===== config.mk =====
export PLATFORM = sky130hd
export DESIGN_NAME = wit_frame_tx
export DESIGN_NICKNAME = d
export VERILOG_FILES = /design/src/rtl/wit_pkg.sv /design/src/rtl/uart_tx_byte.sv /design/src/rtl/wit_frame_tx.sv
export SDC_FILE = /design/constraint.sdc
export NUM_CORES = 1
export LEC_CHECK = 0
export CAP_MARGIN = 0
export CORE_MARGIN = 4
export CORE_UTILIZATION = 30
export CTS_CLUSTER_SIZE = 28
export DETAILED_ROUTE_END_ITERATION = 6
export GPL_TIMING_DRIVEN = 1
export PLACE_DENSITY = 0.49
export SLEW_MARGIN = 25
export SYNTH_ARGS = -nofsm -noshare
export SYNTH_HDL_FRONTEND = slang
export SYNTH_SLANG_ARGS = --single-unit

===== constraint.sdc =====
create_clock -name clk -period 4.16 [get_ports clk]
set_input_delay 0.832 -clock clk [delete_from_list [all_inputs] [get_ports clk]]
set_output_delay 0.832 -clock clk [all_outputs]
set_load 0.01 [all_outputs]

===== src/rtl/wit_pkg.sv =====
// ----------------------------------------------------------------------------
// wit_pkg
// Shared constants and types for the WIT sensor-frame transmitter.
//   WIT_HEADER      first byte of every frame
//   WIT_FRAME_LEN   bytes per frame including header and checksum
//   WIT_ACCEL/GYRO/ANGLE  common frame type codes (others pass through)
//   tx_state_t      frame FSM state encoding
//   wit_frame_byte  selects frame byte <idx> from the latched frame fields
// ----------------------------------------------------------------------------
package wit_pkg;

    localparam logic [7:0] WIT_HEADER    = 8'h55;
    localparam int         WIT_FRAME_LEN = 11;

    localparam logic [7:0] WIT_ACCEL = 8'h51;
    localparam logic [7:0] WIT_GYRO  = 8'h52;
    localparam logic [7:0] WIT_ANGLE = 8'h53;

    typedef enum logic [2:0] {
        ST_IDLE,
        ST_LOAD,
        ST_SEND,
        ST_WAIT,
        ST_GAP
    } tx_state_t;

    // words is packed {word3, word2, word1, word0}, so payload byte k (2..9)
    // is simply the k-2'th byte of the vector, giving low-byte-first order.
    function automatic logic [7:0] wit_frame_byte(
        input logic [3:0]  idx,
        input logic [7:0]  ftype,
        input logic [63:0] words,
        input logic [7:0]  csum
    );
        logic [7:0] b;
        b = 8'hFF;
        if (idx == 4'd0) begin
            b = WIT_HEADER;
        end else if (idx == 4'd1) begin
            b = ftype;
        end else if (idx <= 4'd9) begin
            b = words[8*(int'(idx)-2) +: 8];
        end else begin
            b = csum;
        end
        return b;
    endfunction

endpackage


===== src/rtl/uart_tx_byte.sv =====
// ----------------------------------------------------------------------------
// uart_tx_byte
// Serialises one byte as 8N1: start bit (0), 8 data bits LSB first, stop
// bit (1), each bit held exactly CLKS_PER_BIT clocks (CLKS_PER_BIT >= 2).
//   clk    in   clock
//   rst    in   synchronous active-high reset; line returns high next edge
//   start  in   load data and begin a byte (accepted when idle or in the
//               final cycle of the stop bit)
//   data   in   byte to send
//   txd    out  serial line, idle high
//   done   out  one-cycle pulse in the second-to-last cycle of the stop bit
// ----------------------------------------------------------------------------
module uart_tx_byte #(
    parameter int CLKS_PER_BIT = 868
) (
    input  logic       clk,
    input  logic       rst,
    input  logic       start,
    input  logic [7:0] data,
    output logic       txd,
    output logic       done
);

    localparam int CNT_W = (CLKS_PER_BIT > 1) ? $clog2(CLKS_PER_BIT) : 1;
    localparam logic [CNT_W-1:0] CNT_LAST = CNT_W'(CLKS_PER_BIT - 1);
    localparam logic [CNT_W-1:0] CNT_PRE  = CNT_W'(CLKS_PER_BIT - 2);
    localparam logic [3:0]       STOP_BIT = 4'd9;

    logic             busy_q, busy_d;
    logic [9:0]       shift_q, shift_d;
    logic [3:0]       bit_q, bit_d;
    logic [CNT_W-1:0] cnt_q, cnt_d;
    logic             last_cycle;
    logic             accept;

    // done fires one cycle early so the caller can present the next byte in
    // the last stop-bit cycle; the next start bit then follows with no
    // stretched stop bit.
    assign last_cycle = busy_q && (bit_q == STOP_BIT) && (cnt_q == CNT_LAST);
    assign accept     = start && (!busy_q || last_cycle);
    assign done       = busy_q && (bit_q == STOP_BIT) && (cnt_q == CNT_PRE);
    assign txd        = busy_q ? shift_q[0] : 1'b1;

    always_comb begin
        busy_d  = busy_q;
        shift_d = shift_q;
        bit_d   = bit_q;
        cnt_d   = cnt_q;
        if (accept) begin
            busy_d  = 1'b1;
            shift_d = {1'b1, data, 1'b0};
            bit_d   = 4'd0;
            cnt_d   = '0;
        end else if (busy_q) begin
            if (cnt_q == CNT_LAST) begin
                cnt_d = '0;
                if (bit_q == STOP_BIT) begin
                    busy_d = 1'b0;
                end else begin
                    bit_d   = bit_q + 4'd1;
                    shift_d = {1'b1, shift_q[9:1]};
                end
            end else begin
                cnt_d = cnt_q + 1'b1;
            end
        end
    end

    always_ff @(posedge clk) begin
        if (rst) begin
            busy_q  <= 1'b0;
            shift_q <= '1;
            bit_q   <= 4'd0;
            cnt_q   <= '0;
        end else begin
            busy_q  <= busy_d;
            shift_q <= shift_d;
            bit_q   <= bit_d;
            cnt_q   <= cnt_d;
        end
    end

endmodule


===== src/rtl/wit_frame_tx.sv =====
// ----------------------------------------------------------------------------
// wit_frame_tx
// Sends 11-byte WIT sensor frames (0x55, type, 4 LE words, checksum) over a
// built-in 8N1 UART, followed by GAP_BITS idle bit-times.
//   clk, rst          clock, synchronous active-high reset
//   frame_valid/ready handshake; frame latched when both high
//   frame_type        type byte
//   word0..word3      payload words, low byte first on the line
//   txd               UART line, idle high
//   busy              frame being serialised or in its gap
//   frames_sent       completed-frame counter (wraps)
// Optional feature macro: WIT_FRAME_PERIODIC_EN -- re-send the last accepted
// frame after PERIOD_CYCLES idle cycles.
// ----------------------------------------------------------------------------
module wit_frame_tx
    import wit_pkg::*;
#(
    parameter int CLK_FREQ      = 100_000_000,
    parameter int BAUD          = 115_200,
    parameter int GAP_BITS      = 2,
    parameter int PERIOD_CYCLES = 1_000_000
) (
    input  logic        clk,
    input  logic        rst,
    input  logic        frame_valid,
    output logic        frame_ready,
    input  logic [7:0]  frame_type,
    input  logic [15:0] word0,
    input  logic [15:0] word1,
    input  logic [15:0] word2,
    input  logic [15:0] word3,
    output logic        txd,
    output logic        busy,
    output logic [15:0] frames_sent
);

    localparam int CLKS_PER_BIT = CLK_FREQ / BAUD;
    localparam int GAP_TOTAL    = GAP_BITS * CLKS_PER_BIT;
    // The GAP state starts during the final stop-bit cycle, and the next
    // frame spends IDLE/LOAD/SEND before its start bit; those overlap the
    // idle line time, so GAP itself is two cycles shorter. It never drops
    // below one cycle, so frames are always separated by an IDLE cycle.
    localparam int GAP_CYCLES   = (GAP_TOTAL > 2) ? (GAP_TOTAL - 2) : 1;
    localparam int GAP_W        = $clog2(GAP_CYCLES + 1);
    localparam logic [GAP_W-1:0] GAP_LAST = GAP_W'(GAP_CYCLES - 1);
    localparam logic [3:0]       LAST_IDX = 4'(WIT_FRAME_LEN - 1);

    tx_state_t         state_q, state_d;
    logic [3:0]        idx_q, idx_d;
    logic [7:0]        csum_q, csum_d;
    logic [7:0]        type_q, type_d;
    logic [63:0]       words_q, words_d;
    logic [GAP_W-1:0]  gap_q, gap_d;
    logic [15:0]       sent_q, sent_d;
    logic              uart_start;
    logic              uart_done;
    logic [7:0]        cur_byte;

`ifdef WIT_FRAME_PERIODIC_EN
    localparam int PER_W = (PERIOD_CYCLES > 1) ? $clog2(PERIOD_CYCLES) : 1;
    localparam logic [PER_W-1:0] PER_LAST = PER_W'(PERIOD_CYCLES - 1);
    logic              have_q, have_d;
    logic [PER_W-1:0]  per_q, per_d;
`else
    logic              unused_period_cfg;
    assign unused_period_cfg = (PERIOD_CYCLES > 0);
`endif

    assign cur_byte    = wit_frame_byte(idx_q, type_q, words_q, csum_q);
    assign busy        = (state_q != ST_IDLE);
    assign frame_ready = (state_q == ST_IDLE) && !rst;
    assign frames_sent = sent_q;

    uart_tx_byte #(
        .CLKS_PER_BIT(CLKS_PER_BIT)
    ) u_uart (
        .clk  (clk),
        .rst  (rst),
        .start(uart_start),
        .data (cur_byte),
        .txd  (txd),
        .done (uart_done)
    );

    // Frame sequencer: latch on handshake, hand bytes to the UART one at a
    // time, accumulate the checksum as each byte goes out, then hold the
    // gap before allowing the next frame.
    always_comb begin
        state_d    = state_q;
        idx_d      = idx_q;
        csum_d     = csum_q;
        type_d     = type_q;
        words_d    = words_q;
        gap_d      = gap_q;
        sent_d     = sent_q;
        uart_start = 1'b0;
`ifdef WIT_FRAME_PERIODIC_EN
        have_d     = have_q;
        per_d      = per_q;
`endif
        case (state_q)
            ST_IDLE: begin
                if (frame_valid) begin
                    type_d  = frame_type;
                    words_d = {word3, word2, word1, word0};
                    state_d = ST_LOAD;
`ifdef WIT_FRAME_PERIODIC_EN
                    have_d  = 1'b1;
                    per_d   = '0;
`endif
                end
`ifdef WIT_FRAME_PERIODIC_EN
                // Resend reuses the latched fields untouched.
                else if (have_q) begin
                    if (per_q == PER_LAST) begin
                        per_d   = '0;
                        state_d = ST_LOAD;
                    end else begin
                        per_d = per_q + 1'b1;
                    end
                end
`endif
            end
            ST_LOAD: begin
                idx_d   = 4'd0;
                csum_d  = 8'h00;
                state_d = ST_SEND;
            end
            ST_SEND: begin
                uart_start = 1'b1;
                if (idx_q != LAST_IDX) begin
                    csum_d = csum_q + cur_byte;
                end
                state_d = ST_WAIT;
            end
            ST_WAIT: begin
                if (uart_done) begin
                    if (idx_q != LAST_IDX) begin
                        idx_d   = idx_q + 4'd1;
                        state_d = ST_SEND;
                    end else begin
                        gap_d   = '0;
                        state_d = ST_GAP;
                    end
                end
            end
            ST_GAP: begin
                if (gap_q == GAP_LAST) begin
                    sent_d  = sent_q + 16'd1;
                    state_d = ST_IDLE;
                end else begin
                    gap_d = gap_q + 1'b1;
                end
            end
            default: begin
                state_d = ST_IDLE;
            end
        endcase
    end

    always_ff @(posedge clk) begin
        if (rst) begin
            state_q <= ST_IDLE;
            idx_q   <= 4'd0;
            csum_q  <= 8'h00;
            type_q  <= 8'h00;
            words_q <= '0;
            gap_q   <= '0;
            sent_q  <= 16'd0;
`ifdef WIT_FRAME_PERIODIC_EN
            have_q  <= 1'b0;
            per_q   <= '0;
`endif
        end else begin
            state_q <= state_d;
            idx_q   <= idx_d;
            csum_q  <= csum_d;
            type_q  <= type_d;
            words_q <= words_d;
            gap_q   <= gap_d;
            sent_q  <= sent_d;
`ifdef WIT_FRAME_PERIODIC_EN
            have_q  <= have_d;
            per_q   <= per_d;
`endif
        end
    end

endmodule


After elaboration in Yosys (flattened, before gate mapping)
Index checks and enable logic that the tools add are counted.

Reductions and logical operators: 25. Bitwise gates (word level): 1. Muxes and demuxes: 28. Shifts and indexed selects: 1. Magnitude comparators: 1. Equal/unequal tests: 18. Add/subtract/negate cells: 7.

Operators with widths (count): indexed part select 64 x 8 -> 8 bit (1); 2-to-1 mux 9 bit (4); 2-to-1 mux 11 bit (3); 2-to-1 mux 8 bit (4); one-hot mux 11 bit (2 select lines) (1); == test 10 bit (second input constant) (2); adder 16 x 1 -> 16 bit (second input constant) (1); one-hot mux 8 bit (2 select lines) (1); one-hot mux 3 bit (5 select lines) (1); 2-to-1 mux 3 bit (4); inequality test 2 bit (second input constant) (6); AND reduction 3 bit (4); adder 11 x 1 -> 11 bit (second input constant) (1); == test 11 bit (second input constant) (1); adder 10 x 1 -> 10 bit (second input constant) (1); 2-to-1 mux 10 bit (1); nonzero test 2 bit (5); adder 4 x 1 -> 4 bit (second input constant) (2); adder 8 bit (1); 2-to-1 mux 4 bit (2); one-hot mux 4 bit (2 select lines) (1); == test 3 x 2 -> 1 bit (second input constant) (2); 2-to-1 mux 1 bit (6); AND reduction 2 bit (3); 17 further kinds (23).

Input port bits: 75. Flip-flop bits (word level): 138. Logic and storage cells: 92. Output and inout port bits: 19.

Depth between registers and ports, before layout
Gate-level depths: netlist of the first run.

Word-level depth: 8. Gate-level depth with buffers: 17. Mapped depth without buffers: 15.

Hierarchy
Synthesis of the first run repeated with hierarchy kept, for this count alone.

Cells, all modules: 789. Area total of the unflattened synthesis: 6678.9 um^2.

By module, submodules not included: wit_frame_tx (area each 5524.0 um^2, cells an instance 653, instances 1, seq. area each 2282.2 um^2); uart_tx_byte (area each 1154.9 um^2, cells an instance 136, instances 1, seq. area each 480.5 um^2).

Least setup slack after synthesis of the first run
Ideal clock, no wire load.

Kind: reg2reg. From: register idx_q[0]. To: register csum_q[6]. Clock period less this slack: 3.448 ns. Stages on the path, launching flop included: 17. Arrival: 3.332 ns. Library setup time: 0.116 ns. Path buffers: 2. Slack: 0.712 ns. Required time: 4.044 ns. Cells stage by stage: dfxtp_1 -> buf_2 -> buf_2 -> inv_1 -> ha_1 -> o21ai_0 -> nor2_1 -> a21oi_1 -> o21ai_0 -> ha_1 -> fa_1 -> a21o_1 -> a21oi_1 -> o21bai_1 -> a21oi_1 -> mux2i_1 -> a31o_2.

Cells in the longest elaborated chain, start to end: 8. Elaborated cells on any way between the ends: 14. Those cells by class: 2 x add/sub; 1 x order compare; 3 x eq/ne; 1 x shift; 5 x mux; 2 x reduce/logical.

RTL lines: start: declaration (RTL line wit_frame_tx.sv:49) `logic [3:0] idx_q, idx_d;`; start signal: assignment (RTL line wit_frame_tx.sv:176) `idx_q <= idx_d;`; subtractor 4 x 2 -> 5 bit (RTL line wit_pkg.sv:42) `b = words[8*(int'(idx)-2) +: 8];`; indexed part select 64 x 8 -> 8 bit (RTL line wit_pkg.sv:42); 2-to-1 mux 8 bit (RTL line wit_pkg.sv:41) `end else if (idx <= 4'd9) begin`; 2-to-1 mux 8 bit (RTL line wit_pkg.sv:39) `end else if (idx == 4'd1) begin`; 2-to-1 mux 8 bit (RTL line wit_pkg.sv:37) `if (idx == 4'd0) begin`; adder 8 bit (RTL line wit_frame_tx.sv:132) `csum_d = csum_q + cur_byte;`; 2-to-1 mux 8 bit (RTL line wit_frame_tx.sv:131) `if (idx_q != LAST_IDX) begin`; one-hot mux 8 bit (2 select lines) (RTL line wit_frame_tx.sv:101) `case (state_q)`; end signal: assignment (RTL line wit_frame_tx.sv:177) `csum_q <= csum_d;`; end: declaration (RTL line wit_frame_tx.sv:50) `logic [7:0] csum_q, csum_d;`.

Parallel ways exist; a longest one is shown, timed or not. The select of a mux whose other input is x is not followed. A chain may end at the register's enable or synchronous reset.

Final worst setup path of the first run
Ends and elaborated chain as after synthesis.

==> flow_metrics.tcl, run 1 <==
set metrics [dict create \
    worstSetupPathDepth 15 \
    path_buf_inv 2 \
    crit_end "csum_q[6]" \
    fin_area_sq_um 8372 \
    finalHoldWorstSlack_ns 0.4533 \
    portBuffers 93 \
    clk_pin_slew_ns 0.07 \
    synth_ff_type "dfxtp_1" \
    setup_tns_ns 0 \
    rsz0062_at_grt "false" \
    clock_tree.buffer_depth 2 \
    yosys_warnings 0 \
    grt_usage_pct 14.41 \
    ir_drop_mv 0.2847 \
    dpl-instance-area_sq_um 7792 \
    grt_pass1_vias 5451 \
    power.density_nw_per_um2 394.5 \
    fin_crit_sh_pct 83.94 \
    ys_seq_elements 138 \
    io_pins 94 \
    path_cells "buf_4, inv_1, ha_1, o21ai_0, nor2_1, a21oi_1, o21ai_0, ha_1, fa_1, a21o_1, a21oi_1, o21bai_1, a21oi_1, mux2i_1, a31o_2" \
    die_h_microns 156.4 \
    vias 5497 \
    cts_tree "built" \
    max_freq_ghz 0.2864 \
    ys_seq_area_share_pct 41.83 \
    first_iter_violations 266 \
    final_cells 1143 \
    crit_family "compound AO/OA/AOI/OAI gates" \
    syn-cell-area_sq_um 6605 \
    cp.required_ns 4.48 \
    slowest_delay_ns 0.40 \
    cp.arrival_ns 3.81 \
    drv_cap 0 \
    async_reset_ff_share_pct 0 \
    diodes 0 \
    post_cts_buffers 0 \
    fin_crit_ns 3.492 \
    netlist.area_leader.share_pct 41.83 \
    grt_first_pass_wirelength_microns 28240 \
    dieWidth_microns 156.4 \
    cp_max_fo 15 \
    cts_root_buf "clkbuf_16" \
    grt_max_degree 86 \
    tightest_slew_ns 0.9652 \
    nets 947 \
    layout_commonest_cell "nand2_1" \
    dp_worst_setup_slack_ns 0.6469 \
    crit_slowest_cell "fa_1" \
    synthDistinctLibCells 64 \
    hpwl_microns 12360 \
    synth_cells 772 \
    reg2reg_slack_ns 0.67 \
    dp.cells 1111 \
    dieArea_sq_um 24450 \
    wirelength_microns 17390 \
    clkLatencyLatePin_ns 0.42 \
    antenna_found_initial 0 \
    fin_skew_ns 0.01498 \
    area_delta_synth_final_pct 26.75 \
    status "completed" \
    yosys.area.top_type "dfxtp_1" \
    hold_class "register to register" \
    antenna_left 0 \
    crit_type "register to register" \
    crit_path_end_kind "register" \
    drv_slew 0 \
    startpoint "idx_q[0]" \
    p_leak_nw 2.971 \
    final_hold_viol_count 0 \
    fin_util_pct 38.48 \
    cts_sinks 138 \
    overflow 0 \
    drive_gt1_share_pct 9.154 \
    cpMostUsedCell "a21oi_1" \
    reg2reg_depth 15 \
    drt-wirelength-per-cell_microns 15.22 \
    drc 0 \
    finalPower_mw 3.303 \
    synth_area_leaders "dfxtp_1, nand2_1, a21oi_1" \
    cts_resized 0 \
    maxSlewHeadroom_pct 35.65 \
    setup_viol 0 \
    synth_area_per_cell_sq_um 8.556 \
    r2r_end "csum_q[6]" \
    dr.pass1.iters 4 \
    via_per_inst 4.809 \
    core_sq_um 21760 \
    worstSetupStartpointType "register" \
    final_cell_mix "nand2_1, dfxtp_1, clkdlybuf4s50_1" \
    h-tree-depth 4 \
    cts_hold_buf 0 \
    rows 54 \
    fin_ws_ns 0.6681 \
    start_util_pct 30.36 \
    r2r-start "idx_q[0]" \
    numCtsBuffers 17 \
    place.gp.congestion 0.8503 \
    synth_edf_count 0 \
    syn_nets 869 \
]
synthesized netlist by cell type, types with 13 or more instances:
| library cell | count |
|---|---|
| nand2_1 | 186 |
| dfxtp_1 | 138 |
| a21oi_1 | 89 |
| nor2_1 | 64 |
| clkbuf_1 | 34 |
| ha_1 | 21 |
| mux2i_1 | 20 |
| o21ai_0 | 20 |
| xnor2_1 | 20 |
| xor2_1 | 19 |
| mux4_2 | 15 |
| nand3_1 | 13 |
layout make-up:
class / instances / area (sq um)
tap: 280 / 350.3
fill: 2227 / 13380
clock inverter: 15 / 153.9
clock buffer: 17 / 425.4
multi-input combinational: 579 / 3626
inverter: 12 / 45.04
timing repair buffer: 102 / 1008
sequential: 138 / 2763
worst min-delay path by stage:
stage / start / end / slack, ns / cells past startpoint
final: words_q[35] / words_q[35] / 0.45 / 2
after global routing: words_q[10] / words_q[10] / 0.47 / 2
after CTS: words_q[63] / words_q[63] / 0.45 / 2
after detailed placement: words_q[63] / words_q[63] / 0.44 / 2
after global placement: words_q[10] / words_q[10] / 0.44 / 2
after floorplan: words_q[7] / words_q[7] / 0.43 / 2
sequential cells by signal, summed over array words and instances, names as in the netlist:
register        cells
csum_q              8
frames_sent        16
gap_q              11
idx_q               4
state_q             3
type_q              8
u_uart.bit_q        4
u_uart.busy_q       1
u_uart.cnt_q       10
u_uart.shift_q      9
words_q            64
where the power goes:
part	switching (mW)	internal, mW	total, mW
clock network	0.657	0.847	1.50
logic	0.199	0.176	0.375
registers	0.0409	1.38	1.42
layer usage:
| layer | vias up | GRT usage (%) | share of wire, % |
|---|---|---|---|
| met3 | 16 | 4.563 | 4.4 |
| met1 | 2566 | 19.45 | 49 |
| met5 | - | 0 | 0 |
| met2 | 102 | 22.42 | 46 |
| met4 | 0 | 3.760 | 1.3 |
| li1 | 2813 | - | - |
cell families after synthesis:
family | Yosys count | share of synthesized area, %
fa+ha+maj | 22 | 4.281
buf+inv | 55 | 3.334
flops | 138 | 41.83
compound gates | 146 | 13.11
xor+xnor | 39 | 5.171
mux | 39 | 8.827
simple gates | 333 | 23.45
worst min-delay path: stages (launching register included):
cell and delay (ns):
dfxtp_1 0.31, nand2_1 0.05, a21oi_1 0.05
(Power assumes the default switching activity.)
==> inputs of run 2 (changes only) <==
--- a/config.mk
+++ b/config.mk
@@ -11,7 +11,7 @@
 export CTS_CLUSTER_SIZE = 28
 export DETAILED_ROUTE_END_ITERATION = 6
 export GPL_TIMING_DRIVEN = 1
-export PLACE_DENSITY = 0.49
+export PLACE_DENSITY = 0.51
 export SLEW_MARGIN = 25
 export SYNTH_ARGS = -nofsm -noshare
 export SYNTH_HDL_FRONTEND = slang
==> constraint.sdc (replaced) <==
create_clock -name clk -period 2.8 [get_ports clk]
set_input_delay 0.56 -clock clk [delete_from_list [all_inputs] [get_ports clk]]
set_output_delay 0.56 -clock clk [all_outputs]
set_load 0.01 [all_outputs]
==> run 2 against run 1 <==
Compared with the run above: first-iteration DRC count up 4.1%; power rose by 52%; final area up 7.1%; clock-buffer cell count unchanged; critical path type unchanged; combinational power is 77% higher; hold slack worse by 0.00055 ns; via count grew 3.5%; register-to-register slack worse by 0.78 ns; die area unchanged; the run now ends with negative setup slack left.
==> flow_metrics.tcl, run 2 (synthesis results as in run 1) <==
set metrics [dict create \
    layout_commonest_cell "nand2_1" \
    clock_tree.buffer_depth 2 \
    clkLatencyLatePin_ns 0.43 \
    status "finished, violations left" \
    rows 54 \
    dieWidth_microns 156.4 \
    fin_skew_ns 0.007534 \
    maxSlewHeadroom_pct 47.78 \
    rsz0062_at_grt "true" \
    crit_type "register to register" \
    met3_length_microns 537 \
    seq_area_sq_um 2766 \
    worstSetupPathDepth 13 \
    hold_path_depth 2 \
    dr.max_layer_used "met4" \
    final_hold_viol_count 0 \
    cts_tree "built" \
    setup_viol 2 \
    drt-wirelength-per-cell_microns 14.84 \
    tightest_slew_ns 0.7834 \
    diodes 0 \
    h-tree-depth 4 \
    max_freq_ghz 0.3429 \
    crit_family "multiplexers" \
    cts_hold_buf 0 \
    cts_sinks 138 \
    grt_usage_pct 14.57 \
    crit_slowest_cell "mux4_2" \
    reg2reg_depth 13 \
    place.gp.congestion 0.8125 \
    drive_gt1_share_pct 16.81 \
    final_cell_mix "nand2_1, dfxtp_1, clkdlybuf4s50_1" \
    dr.pass1.iters 4 \
    first_iter_violations 277 \
    numCtsBuffers 17 \
    drc 0 \
    fin_crit_sh_pct 104.2 \
    fin_ws_ns -0.1165 \
    clk_pin_slew_ns 0.06 \
    core_sq_um 21760 \
    grt_first_pass_wirelength_microns 28650 \
    wl_met2_microns 7832 \
    cp.required_ns 3.11 \
    overflow 0 \
    start_util_pct 30.36 \
    largest-register "words_q" \
    drv_cap 0 \
    cp.arrival_ns 3.23 \
    dieArea_sq_um 24450 \
    nets 994 \
    met1Wirelength_microns 9068 \
    worstSetupStartpointType "register" \
    die_h_microns 156.4 \
    power.density_nw_per_um2 559.0 \
    wirelength_microns 17660 \
    hold_class "register to register" \
    io_pins 94 \
    slowest_delay_ns 0.49 \
    hpwl_microns 12690 \
    path_buf_inv 2 \
    fin_crit_ns 2.916 \
    grt_pass1_vias 5537 \
    multi_input_area_sq_um 3786 \
    vias 5692 \
    antenna_found_initial 0 \
    cp_max_fo 4 \
    area_delta_synth_final_pct 35.69 \
    fin_area_sq_um 8962 \
    ir_drop_mv 0.3727 \
    violations "negative setup slack" \
    path_cells "buf_6, buf_12, mux4_2, mux2i_1, o21ai_0, o21ai_1, nand2_1, ha_2, or3_4, o211a_1, nand2_1, mux2i_1, a311o_1" \
    p_leak_nw 3.234 \
    grt_max_degree 74 \
    antenna_left 0 \
    drv_slew 0 \
    via_per_inst 4.783 \
    largest_reg_flops 64 \
    cts_root_buf "clkbuf_16" \
    dpl-instance-area_sq_um 8123 \
    crit_path_end_kind "register" \
    finalPower_mw 5.010 \
    fill_cells 2206 \
    portBuffers 93 \
]
[run 2: cell types whose count changed in the layout (fill, tap and decap cells not counted), moves of 3 or more]
| cell | previous run | this run |
|---|---|---|
| a21oi_1 | 89 | 83 |
| a21oi_2 | 0 | 5 |
| buf_12 | 1 | 6 |
| buf_4 | 9 | 49 |
| ha_1 | 21 | 14 |
| ha_2 | 0 | 3 |
| ha_4 | 0 | 4 |
| o21ai_0 | 20 | 12 |
| o21ai_1 | 1 | 7 |
[run 2: worst reg2reg max path: cells and delay by family, from the launching register on]
| kind | cells | cell delay, ns |
|---|---|---|
| fa+ha+maj | 1 | 0.21 |
| simple gates | 3 | 0.53 |
| mux | 3 | 0.77 |
| flops | 1 | 0.39 |
| compound gates | 4 | 0.68 |
| buf+inv | 2 | 0.23 |
[run 2: worst paths after layout]
kind                    start          end  slack (ns)
setup / recovery     idx_q[0]    csum_q[7]       -0.12
hold / removal    words_q[42]  words_q[42]        0.45
hold reg to reg   words_q[42]  words_q[42]        0.45
setup reg to reg     idx_q[0]    csum_q[7]       -0.12
[run 2: what timing repair did]
item                       CTS  global route
cloned                       1             0
resized for setup           13            19
setup endpoints to repair    3             5
buffers inserted             8             4
pin swaps                    6             9
[run 2: final cells by class]
type | count | share of cell area, %
clock inverters | 15 | 1.731
flip-flops and latches | 138 | 30.87
repair buffers | 149 | 15.97
inverters | 12 | 0.5305
clock buffers | 17 | 4.747
multi-input cells | 579 | 42.24
well taps | 280 | 3.909
[run 2: where the power goes]
| group | total (mW) | leakage [nW] | switching [mW] | internal (mW) |
|---|---|---|---|---|
| Combinational | 0.663 | 1.83 | 0.323 | 0.340 |
| Sequential | 2.12 | 1.13 | 0.0670 | 2.06 |
| Clock | 2.22 | 0.280 | 0.968 | 1.26 |
| Total | 5.01 | 3.23 | 1.36 | 3.65 |
[run 2: per-stage QoR]
stage               worst slack [ns]  setup TNS (ns)  std cells  utilization [%]  hold slack [ns]
finish                       -0.1165         -0.1998       1190            41.20           0.4528
global route                 -0.2446         -0.8344       1190            41.20           0.4741
CTS                          -0.1116         -0.2215       1187            40.77           0.4564
detailed placement           -0.1463         -0.3014       1146            37.34           0.4476
global placement            -0.09718         -0.1797       1146            37.34           0.4390
floorplan                   -0.08699         -0.1155        772                -           0.4329
[run 2: per-layer routing]
layer	GRT usage (%)	vias to the layer above
li1	-	2917
met1	20.96	2665
met2	21.77	93
met3	3.374	17
met4	4.339	0
met5	0	-
